**src/rtl/mode_switch_controller.sv**
```systemverilog
// Mode switch controller: button-driven mode selection committed to the datapath
// once bus traffic has been idle. Optional LED blink: MODE_PENDING_BLINK_EN.
`timescale 1ns/1ps

module mode_switch_controller #(
    parameter int MODE_WIDTH         = 4,
    parameter int NUM_MODES          = 10,
    parameter int IDLE_CYCLES        = 16,
    parameter int ACK_TIMEOUT_CYCLES = 255,
    parameter int BLINK_HALF_PERIOD  = 6_000_000
) (
    input  logic                  sys_clk,
    input  logic                  rst_n,
    input  logic                  mode_btn,
    input  logic                  comm_active,
    input  logic                  mode_change_ack,
    output logic                  mode_change_req,
    output logic [MODE_WIDTH-1:0] target_mode,
    output logic [MODE_WIDTH-1:0] active_mode,
    output logic                  pending,
    output logic                  commit_timeout,
    output logic [MODE_WIDTH-1:0] mode_leds
);

    localparam int IW = (IDLE_CYCLES > 1) ? $clog2(IDLE_CYCLES) : 1;
    localparam int AW = (ACK_TIMEOUT_CYCLES > 1) ? $clog2(ACK_TIMEOUT_CYCLES) : 1;
    localparam logic [MODE_WIDTH-1:0] LAST_MODE = MODE_WIDTH'(NUM_MODES - 1);
    localparam logic [IW-1:0] IDLE_LAST = IW'(IDLE_CYCLES - 1);
    localparam logic [AW-1:0] ACK_LAST = AW'(ACK_TIMEOUT_CYCLES - 1);

    typedef enum logic [1:0] {
        S_IDLE,
        S_PENDING,
        S_COMMIT
    } state_t;

    state_t                  state, state_nxt;
    logic                    btn_prev;
    logic                    press;
    logic [MODE_WIDTH-1:0]   target_nxt, active_nxt;
    logic [IW-1:0]           idle_cnt, idle_nxt;
    logic [AW-1:0]           ack_cnt, ack_nxt;
    logic                    timeout_nxt;

    function automatic logic [MODE_WIDTH-1:0] next_mode(input logic [MODE_WIDTH-1:0] m);
        return (m == LAST_MODE) ? '0 : m + 1'b1;
    endfunction

    assign press           = mode_btn & ~btn_prev;
    assign pending         = (state != S_IDLE);
    assign mode_change_req = (state == S_COMMIT);

    // State and datapath registers; btn_prev resets high so a held button is not a press
    always_ff @(posedge sys_clk or negedge rst_n) begin
        if (!rst_n) begin
            state          <= S_IDLE;
            btn_prev       <= 1'b1;
            target_mode    <= '0;
            active_mode    <= '0;
            idle_cnt       <= '0;
            ack_cnt        <= '0;
            commit_timeout <= 1'b0;
        end else begin
            state          <= state_nxt;
            btn_prev       <= mode_btn;
            target_mode    <= target_nxt;
            active_mode    <= active_nxt;
            idle_cnt       <= idle_nxt;
            ack_cnt        <= ack_nxt;
            commit_timeout <= timeout_nxt;
        end
    end

    // Next-state logic: presses win over the idle-count commit; COMMIT ignores presses
    always_comb begin
        state_nxt   = state;
        target_nxt  = target_mode;
        active_nxt  = active_mode;
        idle_nxt    = idle_cnt;
        ack_nxt     = ack_cnt;
        timeout_nxt = 1'b0;
        unique case (state)
            S_IDLE: begin
                if (press) begin
                    target_nxt = next_mode(active_mode);
                    idle_nxt   = '0;
                    state_nxt  = S_PENDING;
                end
            end
            S_PENDING: begin
                if (press) begin
                    target_nxt = next_mode(target_mode);
                    idle_nxt   = '0;
                end else if (comm_active) begin
                    idle_nxt = '0;
                end else if (idle_cnt == IDLE_LAST) begin
                    idle_nxt  = '0;
                    ack_nxt   = '0;
                    state_nxt = S_COMMIT;
                end else begin
                    idle_nxt = idle_cnt + 1'b1;
                end
            end
            S_COMMIT: begin
                if (mode_change_ack) begin
                    active_nxt = target_mode;
                    ack_nxt    = '0;
                    state_nxt  = S_IDLE;
                end else if (ack_cnt == ACK_LAST) begin
                    timeout_nxt = 1'b1;
                    ack_nxt     = '0;
                    state_nxt   = S_IDLE;
                end else begin
                    ack_nxt = ack_cnt + 1'b1;
                end
            end
            default: begin
                state_nxt = S_IDLE;
            end
        endcase
    end

`ifdef MODE_PENDING_BLINK_EN
    localparam int BW = (BLINK_HALF_PERIOD > 1) ? $clog2(BLINK_HALF_PERIOD) : 1;
    localparam logic [BW-1:0] BLINK_LAST = BW'(BLINK_HALF_PERIOD - 1);

    logic [BW-1:0] blink_cnt;
    logic          blink_on;
    logic          blink_restart;

    assign blink_restart = press & (state != S_COMMIT);

    // Blink timer: restarts on any accepted press, showing target_mode first
    always_ff @(posedge sys_clk or negedge rst_n) begin
        if (!rst_n) begin
            blink_cnt <= '0;
            blink_on  <= 1'b1;
        end else if (blink_restart || !pending) begin
            blink_cnt <= '0;
            blink_on  <= 1'b1;
        end else if (blink_cnt == BLINK_LAST) begin
            blink_cnt <= '0;
            blink_on  <= ~blink_on;
        end else begin
            blink_cnt <= blink_cnt + 1'b1;
        end
    end

    assign mode_leds = pending ? (blink_on ? target_mode : '0) : active_mode;
`else
    logic unused_blink_cfg;

    assign unused_blink_cfg = (BLINK_HALF_PERIOD > 0);
    assign mode_leds        = active_mode;
`endif

endmodule
```
**config.mk**
```make
export PLATFORM = sky130hd
export DESIGN_NAME = mode_switch_controller
export DESIGN_NICKNAME = d
export VERILOG_FILES = /design/src/rtl/mode_switch_controller.sv
export SDC_FILE = /design/constraint.sdc
export NUM_CORES = 1
export LEC_CHECK = 0
export ABC_AREA = 1
export CAP_MARGIN = 15
export CORE_MARGIN = 2
export CORE_UTILIZATION = 35
export DETAILED_ROUTE_END_ITERATION = 12
export SLEW_MARGIN = 10
export SYNTH_ARGS = -nofsm -noshare
export SYNTH_HDL_FRONTEND = slang
export SYNTH_SLANG_ARGS = --single-unit
```
**constraint.sdc**
```tcl
create_clock -name sys_clk -period 1.3 [get_ports sys_clk]
set_input_delay 0.26 -clock sys_clk [delete_from_list [all_inputs] [get_ports sys_clk]]
set_output_delay 0.26 -clock sys_clk [all_outputs]
set_load 0.02 [all_outputs]
```
==> results of run 1 <==
kinds of logic after synthesis:
| logic type | Yosys count | share of synthesized area, % |
|---|---|---|
| compound gates | 29 | 12.4 |
| xor+xnor | 4 | 2.53 |
| fa+ha+maj | 3 | 2.72 |
| buf+inv | 27 | 8.60 |
| flops | 24 | 43.5 |
| simple gates | 90 | 30.2 |
layout make-up:
cell class                 count  area [sq um]  share of cell area, %
sequential                    24           604                   29.6
multi-input combinational    126           769                   37.7
tap                           48          60.1                   2.94
clock buffer                   4          45.0                   2.21
timing repair buffer          54           465                   22.8
inverter                      23          96.3                   4.72
routing by layer:
layer / part of all wire, % / global-route usage (%) / vias to the layer above / routed length (um)
met5: 0 / 0 / - / 0
met4: 1.2 / 7.14 / 0 / 41
met3: 3.7 / 4.22 / 6 / 128
met2: 54 / 29.4 / 30 / 1880
met1: 42 / 19.7 / 643 / 1460
li1: - / - / 684 / -
how the worst max path moves through the flow:
stage	cells past startpoint	endpoint
2_1_floorplan	8	ack_cnt[6]
3_3_place_gp	7	target_mode[2]
6_report	8	ack_cnt[4]
3_5_place_dp	7	target_mode[2]
5_1_grt	8	ack_cnt[6]
4_1_cts	4	pending
what timing repair did:
item                                    in CTS  in global routing
hold buffers                                 0                  0
endpoints found under the setup margin      17                 19
cloned                                       0                  0
resized for setup                           25                 44
setup buffers                                1                  8
pin swaps                                    1                 14
worst max-delay path, delay by kind of cell (launching register included):
kind | cells | cell delay [ns]
AOI/OAI and AO/OA | 2 | 0.24
buffers and inverters | 4 | 0.36
DFF | 1 | 0.41
and+or+nand+nor | 2 | 0.16
power groups by stage:
stage	combinational [mW]	clock, mW	sequential (mW)
6_report	0.929	0.457	0.909
4_1_cts	0.780	0.473	0.892
3_3_place_gp	0.777	0	0.904
5_1_grt	1.00	0.509	0.924
2_1_floorplan	0.253	0	1.02
3_5_place_dp	0.793	0	0.907
synthesized netlist by cell type (3+ instances only):
cell     number
nand2_1      41
dfrtp_1      23
inv_1        20
nand3_1      17
nor2_1       15
o21ai_0      15
a21oi_1       7
buf_4         4
nand2_2       4
nand4_1       4
ha_1          3
nand2_4       3
xor2_1        3
metrics by stage:
| stage | power [mW] | instances | hold slack (ns) | instance area [sq um] | utilization (%) |
|---|---|---|---|---|---|
| after global placement | 1.68 | 266 | 0.523 | 1810 | 48.7 |
| after detailed placement | 1.70 | 266 | 0.535 | 1810 | 48.7 |
| after global routing | 2.44 | 279 | 0.248 | 2040 | 54.9 |
| after CTS | 2.14 | 271 | 0.343 | 1850 | 49.8 |
| final | 2.29 | 279 | 0.236 | 2040 | 54.9 |
| after floorplan | 1.27 | 177 | -0.0356 | 1380 | - |
state kept, by name, indices dropped and copies added (netlist names):
name and count:
state 2, idle_cnt 4, commit_timeout 1, active_mode 4
ack_cnt 8, target_mode 4, btn_prev 1
==> metrics.csv, run 1 <==
stage,metric,value,unit
place,Port-buffer cells,19,
critical_path,largest stage delay on the critical path,0.41,ns
clocking,number of CTS-inserted buffers,3,
critical_path,Critical R2R Launch,state[1],
finish,fillcell total,358,
clocking,# H-tree levels,1,
critical_path,Critical Path AT,1.43,ns
synthesis,synth warn,0,
finish,Area Growth Syn to Fin,47.6,%
drt,DRC errors left,0,
synthesis,register area share after synthesis,43.5,%
timing,crit path time final,1.27,ns
grt,largest net degree at the start of global routing,25,
timing,Slew Limit Fails,0,
synthesis,asr flop ratio synth,100,%
pwr,LEAKAGE,1.00,nW
pwr,sw frac,34.4,%
timing,actual slew at the worst max-slew pin,0.247,ns
grt,first-pass GRT wire length,5.65,mm
worst_hold_path,min-delay src,mode_btn,
finish,nets,240,
timing,Finish-stage setup viols,0,
finish,most frequent cells in the layout,"nand2_1 (40), buf_4 (31), dfrtp_1 (21)",
critical_path,register-to-register setup slack,0.03,ns
floorplanning,Die Span Y,66.9,um
pwr,internal power,1.50,mW
synthesis,mean cell area of the mapped netlist,7.81,sq um
critical_path,slowest CP cell,dfrtp_1,
drt,via count,1363,
timing,clock skew,0.00500,ns
timing,Worst Slack Setup Final,0.0291,ns
finish,share of post-route cells with drive strength above 1,32.9,%
critical_path,FF-to-FF path depth,8,
pwr,sequential power share,39.6,%
floorplanning,row cnt,22,
critical_path,kind of critical path,reg2reg,
timing,Fin. Hold Viols,0,
timing,Slew HR,83.4,%
floorplanning,Ports,20,
finish,most common library cell in the layout ignoring fill and taps,nand2_1,
critical_path,CP Max Fanout,7,
finish,Antenna diodes,0,
drt,first-pass iteration count of the detailed router,4,
critical_path,reg2reg end,ack_cnt[4],
drt,initial DRC count,69,
timing,RSZ-0062 raised after global routing,true,
synthesis,distinct cell type count after synthesis,27,
pwr,Gate power share,40.5,%
synthesis,Syn Inst Count,177,
grt,initial antenna violation count,0,
timing,setup_tns,0,ns
floorplanning,die width,66.9,um
synthesis,Synth top area share,41.6,%
grt,vias in the first global route,1344,
clocking,clk root buf,clkbuf_8,
worst_hold_path,worst hold path depth,2,
grt,grt ovf,0,
timing,final period utilization,97.8,%
synthesis,cell area after synthesis,1380,sq um
critical_path,CP Launch Point,state[1],
timing,fmax,787,MHz
pwr,NetSw,790,uW
synthesis,Post-synth EDFFs,0,
clocking,CTS tree,done,
pwr,peak supply drop,889,uV
critical_path,cells along the critical path,"inv_2, buf_6, nand2_8, o21ai_4, nand2_4, inv_2, buf_4, o21ai_1",
drt,drt via density,4.89,
place,DP Worst Slack,-0.299,ns
critical_path,CP Capture Type,register,
critical_path,crit start category,register,
synthesis,synth top area cells,"dfrtp_1 (42%), nand2_1 (11%), nand3_1 (6.2%), inv_1 (5.4%), o21ai_0 (5.4%)",
critical_path,Worst Path Required,1.46,ns
floorplanning,initial core utilization,37.2,%
clocking,worst skew pair latency,0.27,ns
grt,Tot GR Track Use,16.9,%
synthesis,Synthesized Nets,185,
pwr,Pwr per Cell Area,1120,nW/um^2
outcome,status,"complete, no violations",
clocking,Sinks on Clock Net,24,
synthesis,predominant post-synthesis flop cell,dfrtp_1,
floorplanning,die area,4470,sq um
critical_path,cell mode on critical path,inv_2,
floorplanning,Core Region,3720,sq um
drt,"antenna viol nets, final",0,
pwr,Clk pwr share,19.9,%
worst_hold_path,hold path endpoint,btn_prev,
flow_run,max cap viols,0,
drt,Final Routed Wirelength,3.50,mm
place,post-DP HPWL,2.43,mm
synthesis,largest area contributor in the netlist,dfrtp_1,
place,Final GP Congestion,0.925,
clocking,CTS max path bufs,2,
worst_hold_path,HP Class,in2reg,
synthesis,post-synthesis register bit count,24,
clocking,clock slew at reported path FFs,0.09,ns
drt,routed len/inst,12.6,um
Power figures use the tool's default switching activity.
==> inputs of run 2 (changes only) <==
Settings changed: ABC_AREA 1 to not set, CORE_MARGIN 2 to 1, CTS_CLUSTER_SIZE set to 20.
==> run 2 against run 1 <==
  * The run now ends with setup timing left
  * Sequential share of layout area down 0.63 points
  * Final area grew 2.0%
  * Clock-buffer cell count did not move
  * Largest cell class unchanged
==> metrics.csv, run 2 <==
stage,metric,value,unit,change
outcome,status,finished with violations,,
outcome,failing checks,setup timing,,
drt,via count,1307,,-4.1%
floorplanning,Ports,20,,unchanged
timing,clock skew,0.00339,ns,-0.00161 ns
critical_path,Worst Path Required,1.45,ns,about the same
pwr,Clk pwr share,27.6,%,+7.7 points
timing,actual slew at the worst max-slew pin,0.276,ns,+0.0285 ns
timing,Slew Limit Fails,0,,unchanged
grt,initial antenna violation count,0,,unchanged
finish,Biggest register,ack_cnt,,
synthesis,Synthesized Nets,149,,-19%
synthesis,post-synthesis register bit count,24,,unchanged
critical_path,"delay-heaviest family, CP",compound AO/OA/AOI/OAI gates,,
pwr,Pwr per Cell Area,869,nW/um^2,-23%
synthesis,Post-synth EDFFs,0,,unchanged
pwr,sequential power share,45.6,%,+6.0 points
synthesis,Synth top area share,44.3,%,+2.7 points
place,DP Worst Slack,-0.449,ns,-0.150 ns
clocking,CTS tree,done,,
drt,first-pass iteration count of the detailed router,4,,unchanged
timing,Fin. Hold Viols,0,,unchanged
synthesis,predominant post-synthesis flop cell,dfrtp_1,,
synthesis,asr flop ratio synth,100,%,unchanged
finish,max reg flops,8,,unchanged
synthesis,most frequent cell after synthesis,dfrtp_1,,
timing,Worst Slack Setup Final,-0.286,ns,-0.315 ns
critical_path,CP Max Fanout,6,,-1
floorplanning,Core Region,3440,sq um,-7.4%
clocking,hold_buf cts,0,,unchanged
critical_path,Critical R2R Launch,state[1],,
drt,initial DRC count,58,,-16%
drt,DRC errors left,0,,unchanged
pwr,Gate power share,26.8,%,-14 points
finish,Area Growth Syn to Fin,60.2,%,
place,Port-buffer cells,19,,unchanged
timing,RSZ-0062 raised after global routing,true,,
clocking,worst skew pair latency,0.26,ns,about the same
place,Final GP Congestion,0.878,,-5.1%
finish,most common library cell in the layout ignoring fill and taps,buf_4,,
grt,largest net degree at the start of global routing,25,,unchanged
synthesis,synth warn,0,,unchanged
critical_path,largest stage delay on the critical path,0.52,ns,+0.11 ns
floorplanning,initial core utilization,37.7,%,+0.53 points
synthesis,Commonest cells post-synth,"dfrtp_1 (23), o21ai_0 (22), nand2_1 (18)",,
floorplanning,die area,3960,sq um,-11%
pwr,LEAKAGE,0.953,nW,-4.7%
synthesis,mean cell area of the mapped netlist,9.21,sq um,+18%
pwr,sw frac,29.2,%,-5.2 points
clocking,CTS max path bufs,2,,unchanged
critical_path,slowest CP cell,o41a_4,,
pwr,NetSw,528,uW,-33%
finish,final non-filler cell total,251,,-10%
clocking,clk root buf,clkbuf_8,,
synthesis,Syn Inst Count,141,,-20%
finish,nets,214,,-11%
floorplanning,row cnt,21,,-4.5%
flow_run,max cap viols,0,,unchanged
timing,final period utilization,122,%,+24 points
timing,fmax,631,MHz,-20%
finish,share of post-route cells with drive strength above 1,40.5,%,+7.6 points
synthesis,distinct cell type count after synthesis,35,,+30%
pwr,internal power,1.28,mW,-15%
synthesis,synth top area cells,"dfrtp_1 (44%), o21ai_0 (8.5%), nand2_1 (5.2%), ha_1 (2.9%), nand3_1 (2.7%)",,
critical_path,cells along the critical path,"nand2b_4, o41a_4, a221o_1",,
clocking,# H-tree levels,1,,unchanged
synthesis,register area share after synthesis,46.3,%,+2.8 points
timing,crit path time final,1.59,ns,+0.315 ns
drt,Final Routed Wirelength,3.42,mm,-2.5%
clocking,Sinks on Clock Net,24,,unchanged
worst_hold_path,HP Class,in2async,,
timing,Hold Slack,0.342,ns,+0.106 ns
critical_path,reg2reg end,ack_cnt[5],,
grt,vias in the first global route,1250,,-7.0%
grt,Tot GR Track Use,17.5,%,+0.54 points
synthesis,largest area contributor in the netlist,dfrtp_1,,
critical_path,kind of critical path,reg2reg,,
timing,Slew HR,81.6,%,-1.8 points
place,post-DP HPWL,2.32,mm,-4.4%
place,Cell Count Post-Placement,238,,-11%
floorplanning,Die Span Y,62.9,um,-5.9%
grt,grt ovf,0,,unchanged
critical_path,worst path bufs/invs,0,,-4
synthesis,cell area after synthesis,1300,sq um,-6.1%
timing,Finish-stage setup viols,17,,+17
finish,most frequent cells in the layout,"buf_4 (38), dfrtp_1 (22), nand2_1 (15)",,
clocking,clock slew at reported path FFs,0.08,ns,about the same
floorplanning,die width,62.9,um,-5.9%
critical_path,FF-to-FF path depth,3,,-5
drt,routed len/inst,13.6,um,+8.4%
grt,first-pass GRT wire length,5.46,mm,-3.3%
critical_path,register-to-register setup slack,-0.29,ns,-0.31 ns
drt,"antenna viol nets, final",0,,unchanged
clocking,number of CTS-inserted buffers,3,,unchanged
pwr,Total Power,1.81,mW,-21%
finish,Antenna diodes,0,,unchanged
critical_path,crit start category,register,,
critical_path,CP Capture Type,register,,
drt,drt via density,5.21,,+6.6%
critical_path,Critical Path AT,1.73,ns,+0.30 ns
pwr,peak supply drop,327,uV,-63%
==> run 2: metrics by stage <==
stage / cell area, sq um / setup TNS [ns] / util, %
floorplan: 1330 / -1.24 / -
global placement: 1830 / -6.61 / 53.2
detailed placement: 1830 / -6.87 / 53.2
CTS: 1940 / -2.49 / 56.4
global route: 2080 / -4.10 / 60.5
finish: 2080 / -3.14 / 60.5
==> run 2: cell families (layout without fill, tap and decap cells) <==
logic type                 Yosys count  count (layout)  synth area share (%)
buffers and inverters               14              78                  5.78
AOI/OAI and AO/OA                   40              40                  18.9
and+or+nand+nor                     54              54                  21.5
adders and majority gates            3               3                  2.89
DFF                                 24              24                  46.3
muxes                                4               4                  3.28
xor gates and xnor gates             2               2                  1.35
==> run 2: worst register-to-register path, cell delays in order, from the launching register on <==
cell and delay [ns]:
dfrtp_1 0.44, nand2b_4 0.18, o41a_4 0.52, a221o_1 0.33
==> run 2: layout make-up <==
class	count	area, sq um
tap	46	57.6
sequential	24	603
fill	295	1360
inverter	9	36.3
timing repair buffer	65	553
clock buffer	4	55.1
multi-input combinational	103	776
==> run 2: power groups by stage <==
stage	registers (mW)	logic [mW]	clock network, mW
floorplan	0.915	0.120	0
global placement	0.838	0.436	0
detailed placement	0.841	0.448	0
CTS	0.825	0.444	0.516
global route	0.832	0.515	0.549
finish	0.824	0.484	0.499
==> run 2: worst max path at each step <==
stage	from	end	slack, ns	cells past startpoint
finish	state[1]	ack_cnt[5]	-0.29	3
global placement	mode_btn	idle_cnt[2]	-0.42	5
CTS	idle_cnt[0]	ack_cnt[5]	-0.24	4
detailed placement	mode_btn	idle_cnt[2]	-0.45	5
global route	state[1]	ack_cnt[5]	-0.34	3
floorplan	idle_cnt[1]	ack_cnt[5]	-0.28	4
==> run 2: timing repair <==
action,in CTS,in global routing
setup buffers,5,5
pin swaps,8,8
endpoints found under the setup margin,31,22
hold endpoints to repair,0,0
resized for setup,40,31
==> run 2: routing by layer <==
layer	GRT usage (%)	vias to the layer above	share of wire (%)
met5	0	-	0
li1	-	634	-
met4	9.30	0	2.9
met1	21.3	621	41
met2	29.3	39	52
met3	2.74	13	3.9
==> inputs of run 3 (changes only) <==
Settings changed: CAP_MARGIN 15 to not set, GPL_TIMING_DRIVEN set to 0.
==> run 3 against run 2 <==
  * The flow still finishes with violations (setup timing)
  * Worst hold slack got worse by 0.031 ns
  * First-iteration DRC count increased by 36%
  * Sequential share of layout area increased by 3.3 points
  * Die area unchanged
  * Utilization decreased by 5.3 points
  * Clock skew increased by 0.0034 ns
  * Final area decreased by 8.8%
  * Sequential cell count unchanged
  * Total power increased by 4.0%
  * Cell count decreased by 8.8%
  * Clock-buffer cell count decreased by 1
  * Clock power increased by 33%
  * Largest cell class unchanged
  * Largest power group unchanged
==> metrics.csv, run 3 (synthesis gave the netlist of run 2 again) <==
stage,metric,value,unit,change
drt,initial DRC count,79,,+36%
drt,via count,1206,,-7.7%
drt,wl on met1,1.34,mm,-4.2%
pwr,sequential power share,46.8,%,+1.2 points
place,Port-buffer cells,19,,unchanged
grt,first-pass GRT wire length,5.26,mm,-3.7%
timing,clock skew,0.00680,ns,+0.00341 ns
clocking,worst skew pair latency,0.28,ns,+0.02 ns
timing,fmax,647,MHz,+2.6%
outcome,failing checks,setup timing,,
clocking,CTS max path bufs,2,,unchanged
clocking,Sinks on Clock Net,24,,unchanged
clocking,number of CTS-inserted buffers,3,,unchanged
timing,Slew Limit Fails,0,,unchanged
clocking,# H-tree levels,1,,unchanged
finish,nets,192,,-10%
timing,final period utilization,119,%,-3.1 points
critical_path,CP Capture Type,register,,
finish,most common library cell in the layout ignoring fill and taps,buf_4,,
drt,routed wl met3,96,um,-27%
critical_path,crit start category,register,,
finish,Area Growth Syn to Fin,46.1,%,
finish,max reg flops,8,,unchanged
floorplanning,die area,3960,sq um,unchanged
critical_path,Critical Path AT,1.71,ns,-0.02 ns
pwr,sw frac,27.5,%,-1.7 points
critical_path,kind of critical path,reg2reg,,
finish,share of post-route cells with drive strength above 1,39.9,%,-0.60 points
grt,Tot GR Track Use,16.9,%,-0.58 points
drt,first-pass iteration count of the detailed router,4,,unchanged
clocking,clock slew at reported path FFs,0.09,ns,about the same
finish,Biggest register,ack_cnt,,
floorplanning,Ports,20,,unchanged
pwr,Gate power share,17.9,%,-8.9 points
floorplanning,initial core utilization,37.7,%,unchanged
drt,routed len/inst,13.8,um,+1.3%
finish,final core utilization,55.1,%,-5.3 points
finish,Antenna diodes,0,,unchanged
outcome,status,finished with violations,,
floorplanning,die width,62.9,um,unchanged
timing,Finish-stage setup viols,16,,-1
pwr,LEAKAGE,0.821,nW,-14%
critical_path,CP Max Fanout,4,,-2
pwr,NetSw,517,uW,-2.1%
clocking,clk root buf,clkbuf_8,,
drt,drt via density,5.27,,+1.1%
pwr,Clk pwr share,35.3,%,+7.7 points
floorplanning,row cnt,21,,unchanged
pwr,Pwr per Cell Area,991,nW/um^2,+14%
timing,Slew HR,25.7,%,-56 points
drt,DRC errors left,0,,unchanged
clocking,CTS tree,done,,
drt,Final Routed Wirelength,3.16,mm,-7.6%
worst_hold_path,HP Class,in2async,,
place,post-DP HPWL,2.05,mm,-12%
clocking,hold_buf cts,0,,unchanged
timing,Worst Slack Setup Final,-0.245,ns,+0.0405 ns
critical_path,Worst Path Required,1.46,ns,about the same
floorplanning,Core Region,3440,sq um,unchanged
grt,vias in the first global route,1232,,-1.4%
finish,most frequent cells in the layout,"buf_4 (21), nand2_1 (16), dfrtp_1 (14)",,
pwr,internal power,1.36,mW,+6.5%
grt,largest net degree at the start of global routing,25,,unchanged
timing,crit path time final,1.55,ns,-0.0405 ns
pwr,peak supply drop,368,uV,+13%
flow_run,max cap viols,0,,unchanged
grt,grt ovf,0,,unchanged
finish,final non-filler cell total,229,,-8.8%
drt,max layer used,met4,,
timing,Fin. Hold Viols,0,,unchanged
grt,initial antenna violation count,0,,unchanged
floorplanning,Die Span Y,62.9,um,unchanged
drt,"antenna viol nets, final",0,,unchanged
timing,actual slew at the worst max-slew pin,1.11,ns,+0.839 ns
place,Cell Count Post-Placement,206,,-13%
timing,RSZ-0062 raised after global routing,true,,
drt,metal2 WL,1.65,mm,-7.7%
place,Final GP Congestion,0.792,,-9.8%
run 3: cell types whose count changed in the layout (fill, tap and decap cells not counted), sizes merged:
cell | before | now
buf | 48 | 30
bufinv | 0 | 1
clkbuf | 6 | 5
clkdlybuf4s15 | 0 | 3
clkdlybuf4s50 | 4 | 3
dlygate4sd2 | 11 | 5
run 3: metal layers:
metal,track usage (%),vias up
met1,18.6,583
li1,-,587
met5,0,-
met3,2.19,7
met4,10.5,0
met2,30.2,29
run 3: final cells by class:
type                            count  area [sq um]
Tap cell                           46          57.6
Clock buffer                        3          41.3
Fill cell                         311          1550
Timing Repair Buffer               39           327
Buffer                              4          30.0
Sequential cell                    24           613
Multi-Input combinational cell    103           762
Clock inverter                      1          30.0
Inverter                            9          36.3
run 3: final timing paths:
check | startpoint | end | slack, ns | depth (start not counted)
max | state[1] | ack_cnt[7] | -0.25 | 5
min | rst_n | ack_cnt[3] | 0.31 | 1
max reg2reg | state[1] | ack_cnt[7] | -0.25 | 5
min reg2reg | ack_cnt[6] | ack_cnt[6] | 0.55 | 1
max in group asynchronous | rst_n | target_mode[1] | 0.25 | 1
min in group sys_clk | mode_btn | btn_prev | 0.47 | 1
run 3: metrics by stage:
step / TNS, ns / hold WS (ns) / worst slack [ns] / power (mW) / area (sq um)
2_1_floorplan: -1.24 / -0.0356 / -0.282 / 1.03 / 1330
3_3_place_gp: -15.20 / 0.497 / -0.520 / 1.19 / 1580
3_5_place_dp: -16.67 / 0.502 / -0.532 / 1.20 / 1580
4_1_cts: -2.59 / 0.355 / -0.237 / 1.87 / 1840
5_1_grt: -3.57 / 0.386 / -0.295 / 1.98 / 1900
6_report: -2.69 / 0.311 / -0.245 / 1.88 / 1900
run 3: what timing repair did:
action	4_1_cts	5_1_grt
cloned	0	0
pin swaps	13	8
buffers inserted	18	3
endpoints found under the setup margin	55	25
gates resized for setup	74	22
run 3: power by group through the flow:
stage / combinational [mW] / sequential [mW] / clock, mW
6_report: 0.336 / 0.880 / 0.664
3_3_place_gp: 0.304 / 0.886 / 0
5_1_grt: 0.368 / 0.890 / 0.718
2_1_floorplan: 0.120 / 0.915 / 0
3_5_place_dp: 0.310 / 0.887 / 0
4_1_cts: 0.321 / 0.872 / 0.677
run 3: worst max-delay path, cell delays in order, from the launching register on:
cell	delay, ns
dfrtp_2	0.44
nand2b_4	0.15
o41a_4	0.50
buf_4	0.16
a21oi_1	0.11
o21ai_1	0.07
